[config.mk]
export PLATFORM = sky130hd
export DESIGN_NAME = inv_add_round_key
export DESIGN_NICKNAME = d
export VERILOG_FILES = /design/src/rtl/inv_add_round_key.sv
export SDC_FILE = /design/constraint.sdc
export NUM_CORES = 1
export LEC_CHECK = 0
export CORE_AREA = 4 4 151 153
export DETAILED_ROUTE_END_ITERATION = 10
export DIE_AREA = 0 0 155 157
export PLACE_DENSITY = 0.7
export SLEW_MARGIN = 25
export SYNTH_ARGS = -nofsm -noshare
export SYNTH_HDL_FRONTEND = slang
export SYNTH_SLANG_ARGS = --single-unit
export TNS_END_PERCENT = 50
[constraint.sdc]
create_clock -name clk -period 9.6 [get_ports clk]
set_clock_uncertainty 0.05 [all_clocks]
set_input_delay 2.88 -clock clk [delete_from_list [all_inputs] [get_ports clk]]
set_output_delay 2.88 -clock clk [all_outputs]
set_load 0.02 [all_outputs]
[src/rtl/inv_add_round_key.sv]
// inv_add_round_key: AES inverse-cipher AddRoundKey stage with round counter and one-deep output register
// Ports: clk/rst (async, active-high); i_start begins a block in IDLE;
//        i_data/i_valid/o_ready input handshake; i_round_key keyed by o_round_num;
//        o_data/o_valid/i_ready output handshake; o_mix_en routes through inv_mix_columns;
//        o_last flags the plaintext; o_busy is high while a block is in progress.
module inv_add_round_key #(
    parameter int NUM_ROUNDS = 10
) (
    input  logic         clk,
    input  logic         rst,
    input  logic         i_start,
    input  logic [127:0] i_data,
    input  logic         i_valid,
    output logic         o_ready,
    input  logic [127:0] i_round_key,
    output logic [3:0]   o_round_num,
    output logic [127:0] o_data,
    output logic         o_valid,
    input  logic         i_ready,
    output logic         o_mix_en,
    output logic         o_last,
    output logic         o_busy
);
    localparam logic [3:0] NR = 4'(NUM_ROUNDS);

    typedef enum logic {IDLE, ACTIVE} state_t;

    state_t     state, state_nxt;
    logic [3:0] round;
    logic       accept;

    assign o_busy      = state == ACTIVE;
    // Single output register: it may refill in the same cycle it drains.
    assign o_ready     = o_busy && (!o_valid || i_ready);
    assign accept      = i_valid && o_ready;
    assign o_round_num = round;

    always_ff @(posedge clk or posedge rst) begin
        if (rst) state <= IDLE;
        else     state <= state_nxt;
    end

    always_comb begin
        state_nxt = state;
        if (state == IDLE) state_nxt = i_start ? ACTIVE : IDLE;
        else               state_nxt = (accept && round == 4'd0) ? IDLE : ACTIVE;
    end

    always_ff @(posedge clk or posedge rst) begin
        if (rst) begin
            round    <= 4'd0;
            o_data   <= '0;
            o_valid  <= 1'b0;
            o_mix_en <= 1'b0;
            o_last   <= 1'b0;
        end else if (accept) begin
            o_data   <= i_data ^ i_round_key;
            o_valid  <= 1'b1;
            // Only the initial (round NR) and final (round 0) adds skip inv_mix_columns.
            o_mix_en <= round != 4'd0 && round != NR;
            o_last   <= round == 4'd0;
            round    <= round == 4'd0 ? 4'd0 : round - 4'd1;
        end else begin
            if (o_valid && i_ready) o_valid <= 1'b0;
            if (state == IDLE && i_start) round <= NR;
        end
    end
endmodule

==> metrics.txt <==
final design utilization=between 50% and 60%; fin crit period=7.32 ns; FMAX=~140 MHz; CTS Hold Bufs=0; Via-to-Cell Ratio=4.62; Tightest Hold Check Type=flip-flop to flip-flop; initial antenna violation count=0; CTS clk-pin slew, worst paths=approximately 0.060 ns; fin crit share=between 70% and 80%; syn_nets=between 800 and 900; cell mode on critical path=clkdlybuf4s50_1; final hold violations=0; Critical Path AT=approximately 4.4 ns; Initial Utilization=between 20% and 30%; layout cells sized above 1=approximately 4.7%; Num CTS Buffers=17; first-pass GRT wire length=around 31000 um; Tot Pwr=2880 uW; Die W=155 um; die height=between 150 and 200 um; Peak supply drop=a little over 100 uV; adder-cell share of the synthesized area=0%; Nets=approximately 1200; antenna diode instance count=0; CTS tree=built; slowest library cell on the worst path=clkdlybuf4s50_1; Mapped Cells=between 500 and 600; iteration count of the initial detailed-routing pass=4; CTS root buf=clkbuf_16; Post-CTS Setup Bufs=0; full die area=~24000 um^2; PostCTS Resize Cnt=0; critical path's largest stage delay=~0.64 ns; Final Non-Filler Cells=1264; std cell rows=54; actual slew at the worst max-slew pin=about 0.90 ns; Ports=398; fraction of registers with async set/reset=100%; Via Count=about 5800; placed instance count=1232; TNS Setup=0 ns; remaining global-route overflow=0; Slew HR=between 30 and 40%; Req. time, crit path=approximately 6.7 ns; number of synthesized register bits=roughly 140; CTS Buffer Depth=2; Core Box Area=roughly 22000 um^2; power density cells=between 200 and 300 nW/um^2; CP max FO=6; Startpoint Class=input pin; kind of critical path=input pin to primary output; Routed Antenna Nets=0; aggregate routed wire length=~21000 um; DP HPWL=15600 um; setup violators final=0; Cell variety after synth=34; Post-Synth XOR/XNOR Area=~18%; number of synthesized flops with an enable pin=0; Syn. warnings=0; CP endpoint kind=primary output; worst skew pair latency=~0.4 ns; top_reg_cell synth=dfrtp_1; DRC Markers=0; clk sink count=~140; H-tree levels=4; sequential area share after synthesis=54.0%; vias in the first global route=5971; multiplexer share of the synthesized area=0%; largest net degree at the start of global routing=79; final instance area=approximately 11000 um^2; Synth Cell Area=6310 um^2; Placer Congestion=0.755; Synth Area in Compound Gates=22.0%; drt wl/cell=approximately 16 um; max cap viols=0; Slew Viols, Final=0; outcome=finished, final reports clean; Cell Chain, Critical Path=clkdlybuf4s50_1 -> nand2b_4 -> and2_1 -> clkdlybuf4s50_1; Total Routing Usage GR=between 15 and 20%; Mean Syn Cell Area=10.6 um^2; area grow syn2layout=73.6%; P_leak=between 0.004 and 0.005 uW; IO buf count=slightly below 400; post-synthesis simple-gate area fraction=1.85%; initial DRC count=between 200 and 300; unrepaired setup endpoints after global routing=no; largest family of logic cells by synthesized area=compound AO/OA/AOI/OAI gates; dpl cell area=10400 um^2
==> final cells by class <==
class                   instances  area (um^2)
clock inverters                12         93.8
repair buffers                402         4010
fillers                      2013        10600
multi-input cells             412         2640
well taps                     280          350
inverters                       2         12.5
flip-flops and latches        136         3400
clock buffers                  20          437
==> cell families (layout without fill, tap and decap cells) <==
family                    count (synthesis)  count (layout)
xor gates and xnor gates                129             129
buffers and inverters                    45             436
DFF                                     136             136
and+or+nand+nor                          17              17
AOI/OAI and AO/OA                       266             266
==> critical path, delay by kind of cell <==
kind | cells | cell delay [ns]
buffers and inverters | 2 | 1.17
and+or+nand+nor | 2 | 0.35
==> cells in the mapped netlist (2+ instances only) <==
cell type,n,area share [%]
xnor2_1,128,18
nor3_1,3,0.24
buf_6,12,2.1
dfrtp_1,136,54
o21ai_0,170,13
inv_1,2,0.12
clkbuf_1,23,1.4
o21ai_1,85,6.7
nand2_1,2,0.12
clkbuf_2,8,0.63
==> where the power goes <==
group,total [uW],internal (uW),switching (uW)
Combinational,1360,650,706
Sequential,937,811,125
Clock,587,333,254
Total,2880,1790,1080
==> stage by stage <==
step,hold WS [ns],worst slack (ns)
2_1_floorplan,0.547,3.03
3_3_place_gp,0.422,2.28
3_5_place_dp,0.447,2.27
4_1_cts,0.460,2.26
5_1_grt,0.483,2.21
6_report,0.455,2.28
==> registers in the layout (all words and copies together), names as in the netlist <==
signal,cells
o_busy,1
o_data,128
o_last,1
o_mix_en,1
o_round_num,4
o_valid,1
==> routing by layer <==
metal / routed length (um) / vias to the layer above / track usage [%]
li1: - / 2805 / -
met3: 2160 / 17 / 6.02
met4: 262 / 0 / 4.50
met1: 8090 / 2747 / 19.0
met5: 0 / - / 0
met2: 10300 / 268 / 28.3
==> final timing paths <==
path,from,end,slack (ns),cells past startpoint
setup / recovery,i_ready,o_ready,2.28,4
hold / removal,o_data[5],o_data[5],0.45,2
setup reg to reg,o_busy,o_data[9],7.30,4
hold reg to reg,o_data[5],o_data[5],0.45,2
max in group asynchronous,rst,o_data[25],5.23,3
min in group asynchronous,rst,o_data[107],2.87,2
==> cells in the final DEF (no fill, tap or decap), types with 2 or more instances in the layout <==
cell | Yosys | routed
xnor2_1 | 128 | 128
nand2_4 | 1 | 2
nand2_1 | 2 | 2
clkbuf_1 | 23 | 3
o21ai_0 | 170 | 170
buf_4 | 0 | 5
clkdlybuf4s50_1 | 0 | 397
inv_6 | 0 | 5
o21ai_1 | 85 | 85
clkbuf_16 | 0 | 17
dfrtp_1 | 136 | 136
clkinvlp_4 | 0 | 6
nor3_1 | 3 | 3
(Power assumes the default switching activity.)
